$ cat src/rtl/seqdiv32_pkg.sv
// Shared definitions for the sequential 32-bit divider: state encoding,
// iteration count, divide-by-zero result constant and a magnitude helper.
package seqdiv32_pkg;

    localparam int DIV_WIDTH = 32;
    localparam int DIV_ITERS = 32;

    typedef logic [2:0] state_t;

    localparam state_t ST_IDLE = 3'd0;
    localparam state_t ST_PREP = 3'd1;
    localparam state_t ST_ITER = 3'd2;
    localparam state_t ST_FIX  = 3'd3;
    localparam state_t ST_DONE = 3'd4;

    // Counter value of the final shift-subtract step.
    localparam logic [4:0] LAST_ITER = 5'(DIV_ITERS - 1);

    // Quotient reported when the divisor is zero.
    localparam logic [DIV_WIDTH-1:0] DIV_ZERO_QUOTIENT = 32'hFFFF_FFFF;

    // Two's-complement magnitude; 0x80000000 maps to itself, which reads
    // correctly as the unsigned value 2^31.
    function automatic logic [DIV_WIDTH-1:0] magnitude32(input logic [DIV_WIDTH-1:0] value);
        return value[DIV_WIDTH-1] ? (~value + 32'd1) : value;
    endfunction

endpackage

$ cat src/rtl/seqdiv32_div_step.sv
// One restoring shift-subtract step of the divider: shifts {R, Q} left by
// one, trial-subtracts the divisor and keeps the difference when it is
// non-negative, recording the outcome in the new quotient LSB.
module seqdiv32_div_step
    import seqdiv32_pkg::*;
(
    input  logic [DIV_WIDTH:0]   rem_in,
    input  logic [DIV_WIDTH-1:0] quot_in,
    input  logic [DIV_WIDTH-1:0] den_in,
    output logic [DIV_WIDTH:0]   rem_out,
    output logic [DIV_WIDTH-1:0] quot_out
);

    logic [DIV_WIDTH+1:0] shifted_rem;
    logic [DIV_WIDTH+1:0] trial_diff;

    // Shift in the next dividend bit and keep the trial difference when it
    // does not go negative. The shifted remainder is carried one bit wider
    // than R so the sign of the difference is always exact; R itself stays
    // below the divisor, so the kept difference fits back into R.
    always_comb begin
        shifted_rem = {rem_in, quot_in[DIV_WIDTH-1]};
        trial_diff  = shifted_rem - {2'b00, den_in};
        if (!trial_diff[DIV_WIDTH+1]) begin
            rem_out  = trial_diff[DIV_WIDTH:0];
            quot_out = {quot_in[DIV_WIDTH-2:0], 1'b1};
        end else begin
            rem_out  = shifted_rem[DIV_WIDTH:0];
            quot_out = {quot_in[DIV_WIDTH-2:0], 1'b0};
        end
    end

endmodule

$ cat src/rtl/seqdiv32.sv
// Fixed-latency 32-bit signed/unsigned divider. Operands are latched on an
// accepted start, converted to magnitudes, run through 32 restoring
// iterations, sign-corrected, and presented with a one-cycle done pulse.
module seqdiv32
    import seqdiv32_pkg::*;
(
    input  logic                 clock,
    input  logic                 reset_n,
    input  logic                 start,
    input  logic                 is_signed,
    input  logic [DIV_WIDTH-1:0] dividend,
    input  logic [DIV_WIDTH-1:0] divisor,
    output logic                 ready,
    output logic                 done,
    output logic [DIV_WIDTH-1:0] quotient,
    output logic [DIV_WIDTH-1:0] remainder,
    output logic                 div_by_zero
);

    state_t               state_q, state_d;
    logic [4:0]           count_q, count_d;
    logic [DIV_WIDTH:0]   rem_work_q, rem_work_d;
    logic [DIV_WIDTH-1:0] num_q, num_d;
    logic [DIV_WIDTH-1:0] den_q, den_d;
    logic [DIV_WIDTH-1:0] orig_q, orig_d;
    logic                 signed_q, signed_d;
    logic                 neg_quot_q, neg_quot_d;
    logic                 neg_rem_q, neg_rem_d;
    logic [DIV_WIDTH-1:0] quotient_q, quotient_d;
    logic [DIV_WIDTH-1:0] remainder_q, remainder_d;
    logic                 dbz_q, dbz_d;

    logic [DIV_WIDTH:0]   step_rem;
    logic [DIV_WIDTH-1:0] step_quot;

    seqdiv32_div_step u_div_step (
        .rem_in   (rem_work_q),
        .quot_in  (num_q),
        .den_in   (den_q),
        .rem_out  (step_rem),
        .quot_out (step_quot)
    );

    // State register and all datapath flops; reset discards any divide in flight.
    always_ff @(posedge clock or negedge reset_n) begin
        if (!reset_n) begin
            state_q     <= ST_IDLE;
            count_q     <= '0;
            rem_work_q  <= '0;
            num_q       <= '0;
            den_q       <= '0;
            orig_q      <= '0;
            signed_q    <= 1'b0;
            neg_quot_q  <= 1'b0;
            neg_rem_q   <= 1'b0;
            quotient_q  <= '0;
            remainder_q <= '0;
            dbz_q       <= 1'b0;
        end else begin
            state_q     <= state_d;
            count_q     <= count_d;
            rem_work_q  <= rem_work_d;
            num_q       <= num_d;
            den_q       <= den_d;
            orig_q      <= orig_d;
            signed_q    <= signed_d;
            neg_quot_q  <= neg_quot_d;
            neg_rem_q   <= neg_rem_d;
            quotient_q  <= quotient_d;
            remainder_q <= remainder_d;
            dbz_q       <= dbz_d;
        end
    end

    // Next-state sequencing: one cycle each for PREP, FIX and DONE, 32 for ITER.
    always_comb begin
        state_d = state_q;
        case (state_q)
            ST_IDLE: if (start) state_d = ST_PREP;
            ST_PREP: state_d = ST_ITER;
            ST_ITER: if (count_q == LAST_ITER) state_d = ST_FIX;
            ST_FIX:  state_d = ST_DONE;
            ST_DONE: state_d = ST_IDLE;
            default: state_d = ST_IDLE;
        endcase
    end

    // Handshake outputs decoded straight from the state.
    always_comb begin
        ready = (state_q == ST_IDLE);
        done  = (state_q == ST_DONE);
    end

    // Datapath: latch, take magnitudes, iterate, then sign-correct into the
    // result registers, which otherwise hold their value.
    always_comb begin
        count_d     = count_q;
        rem_work_d  = rem_work_q;
        num_d       = num_q;
        den_d       = den_q;
        orig_d      = orig_q;
        signed_d    = signed_q;
        neg_quot_d  = neg_quot_q;
        neg_rem_d   = neg_rem_q;
        quotient_d  = quotient_q;
        remainder_d = remainder_q;
        dbz_d       = dbz_q;
        case (state_q)
            ST_IDLE: begin
                if (start) begin
                    num_d    = dividend;
                    den_d    = divisor;
                    orig_d   = dividend;
                    signed_d = is_signed;
                end
            end
            ST_PREP: begin
                neg_quot_d = signed_q & (num_q[DIV_WIDTH-1] ^ den_q[DIV_WIDTH-1]);
                neg_rem_d  = signed_q & num_q[DIV_WIDTH-1];
                if (signed_q) begin
                    num_d = magnitude32(num_q);
                    den_d = magnitude32(den_q);
                end
                rem_work_d = '0;
                count_d    = '0;
            end
            ST_ITER: begin
                rem_work_d = step_rem;
                num_d      = step_quot;
                count_d    = count_q + 5'd1;
            end
            ST_FIX: begin
                if (den_q == '0) begin
                    quotient_d  = DIV_ZERO_QUOTIENT;
                    remainder_d = orig_q;
                    dbz_d       = 1'b1;
                end else begin
                    quotient_d  = neg_quot_q ? (~num_q + 32'd1) : num_q;
                    remainder_d = neg_rem_q ? (~rem_work_q[DIV_WIDTH-1:0] + 32'd1)
                                            : rem_work_q[DIV_WIDTH-1:0];
                    dbz_d       = 1'b0;
                end
            end
            default: begin
            end
        endcase
    end

    assign quotient    = quotient_q;
    assign remainder   = remainder_q;
    assign div_by_zero = dbz_q;

endmodule
$ cat config.mk
export PLATFORM = sky130hd
export DESIGN_NAME = seqdiv32
export DESIGN_NICKNAME = d
export VERILOG_FILES = /design/src/rtl/seqdiv32_pkg.sv /design/src/rtl/seqdiv32_div_step.sv /design/src/rtl/seqdiv32.sv
export SDC_FILE = /design/constraint.sdc
export NUM_CORES = 1
export LEC_CHECK = 0
export CAP_MARGIN = 20
export CORE_UTILIZATION = 50
export DETAILED_ROUTE_END_ITERATION = 7
export GPL_TIMING_DRIVEN = 1
export HOLD_SLACK_MARGIN = 0.1
export PLACE_DENSITY_LB_ADDON = 0.12
export REMOVE_ABC_BUFFERS = 1
export SLEW_MARGIN = 20
export SYNTH_ARGS = -nofsm -noshare
export SYNTH_HDL_FRONTEND = slang
export SYNTH_SLANG_ARGS = --single-unit
$ cat constraint.sdc
create_clock -name clock -period 4.6 [get_ports clock]
set_input_delay 1.38 -clock clock [delete_from_list [all_inputs] [get_ports clock]]
set_output_delay 1.38 -clock clock [all_outputs]
set_load 0.05 [all_outputs]
Yosys cells after proc, flatten, opt, wreduce, memory -nomap -nowiden --
Cells that the tools add are included. W data, S select, Z words.
Operators by class: add/sub/neg operators 5, equality and inequality tests 10, muxes and demuxes 20, bitwise operators 6, reductions and logical operators 11
Operator list (number):
- $mux W32 | 10
- $add A32 B1 Y32 const B | 3
- $not A32 Y32 | 3
- $pmux W32 S3 | 1
- $pmux W33 S2 | 1
- $pmux W32 S2 | 1
- $sub A34 B32 Y34 | 1
- $mux W33 | 1
- $logic_not A32 Y1 | 1
- $pmux W3 S4 | 1
- $ne A2 B2 Y1 const B | 5
- $pmux W5 S2 | 1
- $reduce_and A4 Y1 | 2
- $eq A3 B2 Y1 const B | 2
- $mux W3 | 2
- $reduce_and A3 Y1 | 2
- $add A5 B1 Y5 const B | 1
- $eq A5 B5 Y1 const B | 1
- $reduce_and A2 Y1 | 2
- $reduce_bool A2 Y1 | 2
- $eq A3 B1 Y1 const B | 1
- $eq A3 B3 Y1 const B | 1
- $logic_not A3 Y1 | 1
- $reduce_bool A3 Y1 | 1
- 3 further kinds | 5
Storage, ports and cells: register bits 205

Depth between registers and ports, before layout --
Gate-level depths: netlist of the first run.
word-level depth 5, mapped depth 14, mapped depth without buffers 13

Hierarchy --
Synthesis of the first run repeated with hierarchy kept, for this count alone.
Second synthesis, totals: cell total of the unflattened synthesis 1478, area, all modules 13148.9 µm²
By module, submodules not included:
- seqdiv32 | times used 1, cells an instance 1124, area an instance 10596.4 µm²
- seqdiv32_div_step | times used 1, cells an instance 354, area an instance 2552.4 µm²

Worst setup path before layout of the first run --
Ideal clock, no wire load.
path kind register -> register, start point register den_q[1], end point register remainder_q[10], in the netlist remainder[10], arrival 3.166 ns, required time 4.517 ns, slack 1.351 ns, cell stages (with the launch flop) 13, path buffers 1, period minus slack after synthesis 3.249 ns, cells stage by stage dfrtp_1 -> inv_1 -> ha_1 -> or3b_2 -> or3_1 -> or4_1 -> or3_1 -> nor3_2 -> nand2_1 -> nor2_1 -> buf_2 -> a22oi_1 -> o21ai_0
Between the ends: cells in the longest elaborated chain, start to end 2
RTL lines:
- from (decl) | RTL line seqdiv32.sv:24 | logic [DIV_WIDTH-1:0] den_q, den_d;
- from (signal assigned) | RTL line seqdiv32.sv:64 | den_q <= den_d;
- $logic_not A32 Y1 | RTL line seqdiv32.sv:133 | if (den_q == '0) begin
- $mux W32 | RTL line seqdiv32.sv:133
- to (signal assigned) | RTL line seqdiv32.sv:70 | remainder_q <= remainder_d;
- to (decl) | RTL line seqdiv32.sv:30 | logic [DIV_WIDTH-1:0] remainder_q, remainder_d;
No other way between the ends. A chain may end at the register's enable or synchronous reset.

Worst setup path in the final report of the first run --
start point register den_q[1], end point register remainder_q[17], in the netlist remainder[17]
The elaborated chain is that of the path after synthesis.

==> results.toml, run 1 <==
[detailed_routing]
postRouteAntennaNets = 0
first_pass_iters = 7
drtIter0Drc = 882
vias_per_cell = 5.94
via_count = 11283
totalWireLength_um = 34400
routedWlPerCell_um = 18.1
drc = 0

[placed_design]
portBuffers = 134
place_ws_ps = 766
gp_congestion = 0.902
dpl.hpwl_um = 24000
placed_area_sq_um = 14000

[worst_setup_path]
cp_max_fo = 32
crit_path_end_kind = "flop"
rrSetupSlack_ps = 730
worstSetupStartpointType = "flop"
cp.arrival_ps = 4320
cp.required_ps = 5050
worstSetupPathType = "flop to flop"

[finish]
drive_gt1_share_pct = 4.83
diodes = 0
fin_nets = 1666
synthToLayoutAreaGrowth_pct = 19.3
multiInputGateArea_sq_um = 6780
nFillCells = 2186
final_area_sq_um = 14800
seq_area_sq_um = 5130
fin_util_pct = 60.8

[synthesis]
yosysMostFrequentCell = "nand2_1"
synth_area_leaders = "dfrtp_1, o21ai_0, nand2_1"
syn_area_sq_um = 12400
synthArstFlopShare_pct = 100
synth-edff-count = 0
syn_inst = 1466
netlist_top_cells_count = "nand2_1, dfrtp_1, o21ai_0"
ys_seq_area_share_pct = 41.4
synth.distinct_cells = 68
yosysTopAreaCell = "dfrtp_1"
yosysTopAreaCellShare_pct = 41.4
synth.ff_latch_count = 205
avgSynthCellArea_sq_um = 8.46
synthFlopType = "dfrtp_1"
synth_warnings = 0

[job]
maxCapViolCount = 0

[clock_tree]
worstSkewPairLatency_ps = 530
clock-root-buffer = "clkbuf_16"
cts_setup_buffers = 0
post_cts_resized = 0
clock-sinks = 205
ctsHoldBuffers = 0
cts_tree = "built"
cts_max_path_buffers = 3
cts_buffers = 24
clk_pin_slew_ps = 50
cts_max_level = 1

[sta]
slew_viol_final = 0
fin_crit_ps = 3870
tns_ps = 0
fin_ws_ps = 732
worst_slew_pin_slew_ps = 990
period_share_pct = 84.1
slew_headroom_pct = 33.9
final-hold-violation-count = 0
rsz0062_at_grt = "false"
setup_violations = 0
clock-skew-final_ps = 16.6
max_freq_mhz = 259

[floorplan]
dieArea_sq_um = 25400
die_h_um = 159
ios = 135
initial_core_util_pct = 51.0
core_area_sq_um = 24300
core.rowCount = 57
die_w_um = 159

[global_route]
grt_pass1_vias = 10800
track_usage_pct = 27.1
antenna_found_initial = 0
grt_max_degree = 88
grt_overflow = 0
grt_pass1_wl_um = 56700

[status]
status = "completed"

[pwr]
peakVddDrop_mv = 0.427
p_per_area_nw_per_um2 = 746
p_leak_uw = 0.00634

[min_path]
hp-class = "flop to flop"
==> through the flow <==
step	hold WS, ps	std cells	power, uW
2_1_floorplan	446	1375	7220
3_3_place_gp	456	1857	9000
3_5_place_dp	463	1857	9110
4_1_cts	475	1898	11000
5_1_grt	508	1898	11800
6_report	476	1898	11000
==> registers in the layout, summed over array words and instances (netlist names) <==
| name | cells |
|---|---|
| signed_q | 1 |
| rem_work_q | 33 |
| neg_rem_q | 1 |
| num_q | 32 |
| remainder | 32 |
| count_q | 5 |
| den_q | 32 |
| quotient | 32 |
| orig_q | 32 |
| state_q | 3 |
| neg_quot_q | 1 |
| div_by_zero | 1 |
==> report_power, final <==
part | switching, uW | internal (uW) | total, uW
clock network | 752 | 1140 | 1890
logic | 3680 | 2070 | 5750
registers | 843 | 2550 | 3400
==> cells in the final DEF (no fill, tap or decap), drive strengths merged, types with 21 or more instances in the layout <==
cell type and count:
inv 46, nor2 120, a21oi 91, clkdlybuf4s50 133
ha 38, a222oi 22, nor3 46, nand2 221
a22oi 36, o21ai 181, buf 24, clkbuf 39
nand3 21, dfrtp 205, or3 26, xor2 68
==> layer usage <==
layer,global-route usage (%),wire (um)
met1,38.6,15900
met2,43.5,15900
met3,2.81,1730
met5,0,0
met4,8.48,873
==> path summary, 6_finish.rpt <==
kind,start,to,depth (start not counted)
setup / recovery,den_q[1],remainder[17],12
hold reg to reg,neg_quot_q,neg_quot_q,2
max in group asynchronous,reset_n,remainder[9],2
setup reg to reg,den_q[1],remainder[17],12
hold / removal,neg_quot_q,neg_quot_q,2
min in group asynchronous,reset_n,quotient[24],1
==> final cells by class <==
| cell class | count | share of cell area, % |
|---|---|---|
| clock buffers | 38 | 4.68 |
| clock inverters | 3 | 0.516 |
| multi-input cells | 1123 | 45.8 |
| well taps | 324 | 2.74 |
| repair buffers | 158 | 10.4 |
| flip-flops and latches | 205 | 34.7 |
| inverters | 47 | 1.19 |
==> worst max-delay path: stages (launching register included) <==
cell and delay (ps):
dfrtp_1 400, inv_1 140, ha_1 210, or3b_2 470, or3_1 430, or4_1 560
or3_1 380, nor3_2 390, nand2_1 150, nor2_2 100, buf_4 340, a22oi_1 130
o21ai_0 100
==> kinds of logic (layout without fill, tap and decap cells) <==
family,count (synthesis),count (layout),synth area share [%]
AOI/OAI and AO/OA,471,471,24.1
muxes,20,20,1.62
DFF,205,205,41.4
adders and majority gates,39,39,4.00
and+or+nand+nor,506,506,18.5
buffers and inverters,138,246,4.28
xor gates and xnor gates,87,87,6.15
Power figures use the tool's default switching activity.
==> run 2: changes to the inputs <==
Clock period 4.6 ns to 3.7 ns, I/O delays scaled along.
==> run 2 against run 1 <==
  * Global-route usage decreased by 0.11 points
  * Total power increased by 27%
  * Largest power group unchanged
  * Flip-flop and latch count unchanged
  * Register-to-register slack got worse by 580 ps
  * Clock-buffer cell count decreased by 2
  * Sequential power increased by 25%
  * Sequential share of layout area decreased by 0.52 points
  * Clock skew decreased by 3.7 ps
  * Critical path depth unchanged
  * Utilization increased by 0.93 points
  * Worst hold slack improved by 1.9 ps
  * Clock power increased by 32%
==> results.toml, run 2 (synthesis gave the netlist of run 1 again) <==
[finish]
regMostFlops = "rem_work_q"
diodes = 0
fin_nets = 1680
nFillCells = 2142
final_area_sq_um = 15000
largest_reg_flops = 33
final_cell_mix = "nand2_1, dfrtp_1, o21ai_0, clkdlybuf4s50_1, nor2_1"
drive_gt1_share_pct = 6.22
synthToLayoutAreaGrowth_pct = 21.2
final_common_cell = "nand2_1"

[floorplan]
ios = 135
core.rowCount = 57
die_w_um = 159
core_area_sq_um = 24300
initial_core_util_pct = 51.0
die_h_um = 159
dieArea_sq_um = 25400

[global_route]
grt_overflow = 0
grt_use_met3_pct = 2.89
grt_util_met1_pct = 37.7
grt_pass1_wl_um = 56400
use_met2_pct = 44.4
grt.busiest_layer = "met2"
grt_pass1_vias = 10855
track_usage_pct = 27.0
antenna_found_initial = 0
grt_max_degree = 66

[sta]
slew_viol_final = 0
timing.hold.ws_ps = 478
max_freq_mhz = 282
rsz0062_at_grt = "false"
clock-skew-final_ps = 12.9
fin_crit_ps = 3540
period_share_pct = 95.8
tns_ps = 0
setup_violations = 0
final-hold-violation-count = 0
worst_slew_pin_slew_ps = 938
slew_headroom_pct = 37.5

[clock_tree]
clock-sinks = 205
cts_max_path_buffers = 3
cts_tree = "built"
clk_pin_slew_ps = 60
clock-root-buffer = "clkbuf_16"
cts_buffers = 25
worstSkewPairLatency_ps = 510
cts_setup_buffers = 0
cts_max_level = 1
ctsHoldBuffers = 0

[worst_setup_path]
reg2regPathDepth = 12
worst_path_largest_cell_delay_ps = 520
cp_max_fo = 10
crit_cells = 12
r2r-start = "den_q[1]"
path_cells = "inv_1 > ha_1 > or3b_2 > or3_4 > or4_1 > or3_1 > nor3_2 > buf_4 > nand2_1 > nand2_2 > clkbuf_4 > o21ai_0"
crit_start = "den_q[1]"
cp.arrival_ps = 3930
crit_path_end_kind = "flop"
crit_buf_inv = 3
cp.required_ps = 4080
worstSetupPathType = "flop to flop"
cp_top_family = "simple AND/OR/NAND/NOR gates"
crit_path_top_delay_cell = "or4_1"
worstSetupStartpointType = "flop"

[min_path]
hold_depth = 2
worstHoldStart = "orig_q[31]"
hp-class = "flop to flop"

[pwr]
p_per_area_nw_per_um2 = 930
peakVddDrop_mv = 0.543
p_leak_uw = 0.00646
total_power_uw = 14000

[placed_design]
dpl.hpwl_um = 24500
placed_area_sq_um = 14200
portBuffers = 134
gp_congestion = 0.914

[detailed_routing]
via_count = 11409
drtIter0Drc = 935
first_pass_iters = 8
postRouteAntennaNets = 0
routedWlPerCell_um = 18.0
vias_per_cell = 5.96
drc = 0
totalWireLength_um = 34500

[status]
status = "completed"

[job]
maxCapViolCount = 0
## run 2: cell types whose count changed in the layout (fill, tap and decap cells not counted), sizes merged
| cell | change |
|---|---|
| buf | +12 |
| bufinv | +1 |
| clkbuf | -1 |
| clkinv | +4 |
| clkinvlp | +1 |
## run 2: path summary, 6_finish.rpt
kind / end / slack (ps)
max: remainder[14] / 160
min: orig_q[31] / 480
max reg2reg: remainder[14] / 160
min reg2reg: orig_q[31] / 480
max in group asynchronous: rem_work_q[13] / 2290
min in group asynchronous: num_q[24] / 600
## run 2: metrics by stage
step | setup slack, ps | instances | utilization (%)
after global placement | 296 | 1869 | 58.2
after detailed placement | 160 | 1869 | 58.2
after floorplan | -292 | 1375 | -
after global routing | 2.06 | 1915 | 61.8
final | 155 | 1915 | 61.8
after CTS | 132 | 1914 | 61.7
## run 2: tightest hold or removal path, cell delays in order (launching register included)
cell and delay, ps:
dfrtp_1 340, nand2_1 50, nand2_1 60
## run 2: layer usage
| metal | part of all wire, % | vias to the layer above | wire, um |
|---|---|---|---|
| li1 | - | 5522 | - |
| met1 | 45 | 5437 | 15700 |
| met2 | 47 | 395 | 16300 |
| met3 | 5.2 | 55 | 1800 |
| met4 | 2.1 | 0 | 730 |
| met5 | 0 | - | 0 |
## run 2: repair_timing
item	in CTS	in global routing
endpoints found under the hold margin	0	0
setup endpoints to repair	0	18
resized for setup	0	6
## run 2: final cells by class
cell class / instances / area [sq um] / share of cell area (%)
clock inverters: 9 / 123 / 0.816
multi-input cells: 1123 / 6790 / 45.2
flip-flops and latches: 205 / 5130 / 34.1
inverters: 47 / 176 / 1.17
repair buffers: 171 / 1680 / 11.2
clock buffers: 36 / 717 / 4.77
well taps: 324 / 405 / 2.70
## run 2: power breakdown
part | internal, uW | switching [uW]
combinational | 2650 | 4560
sequential | 3180 | 1080
clock | 1550 | 947
total | 7380 | 6590
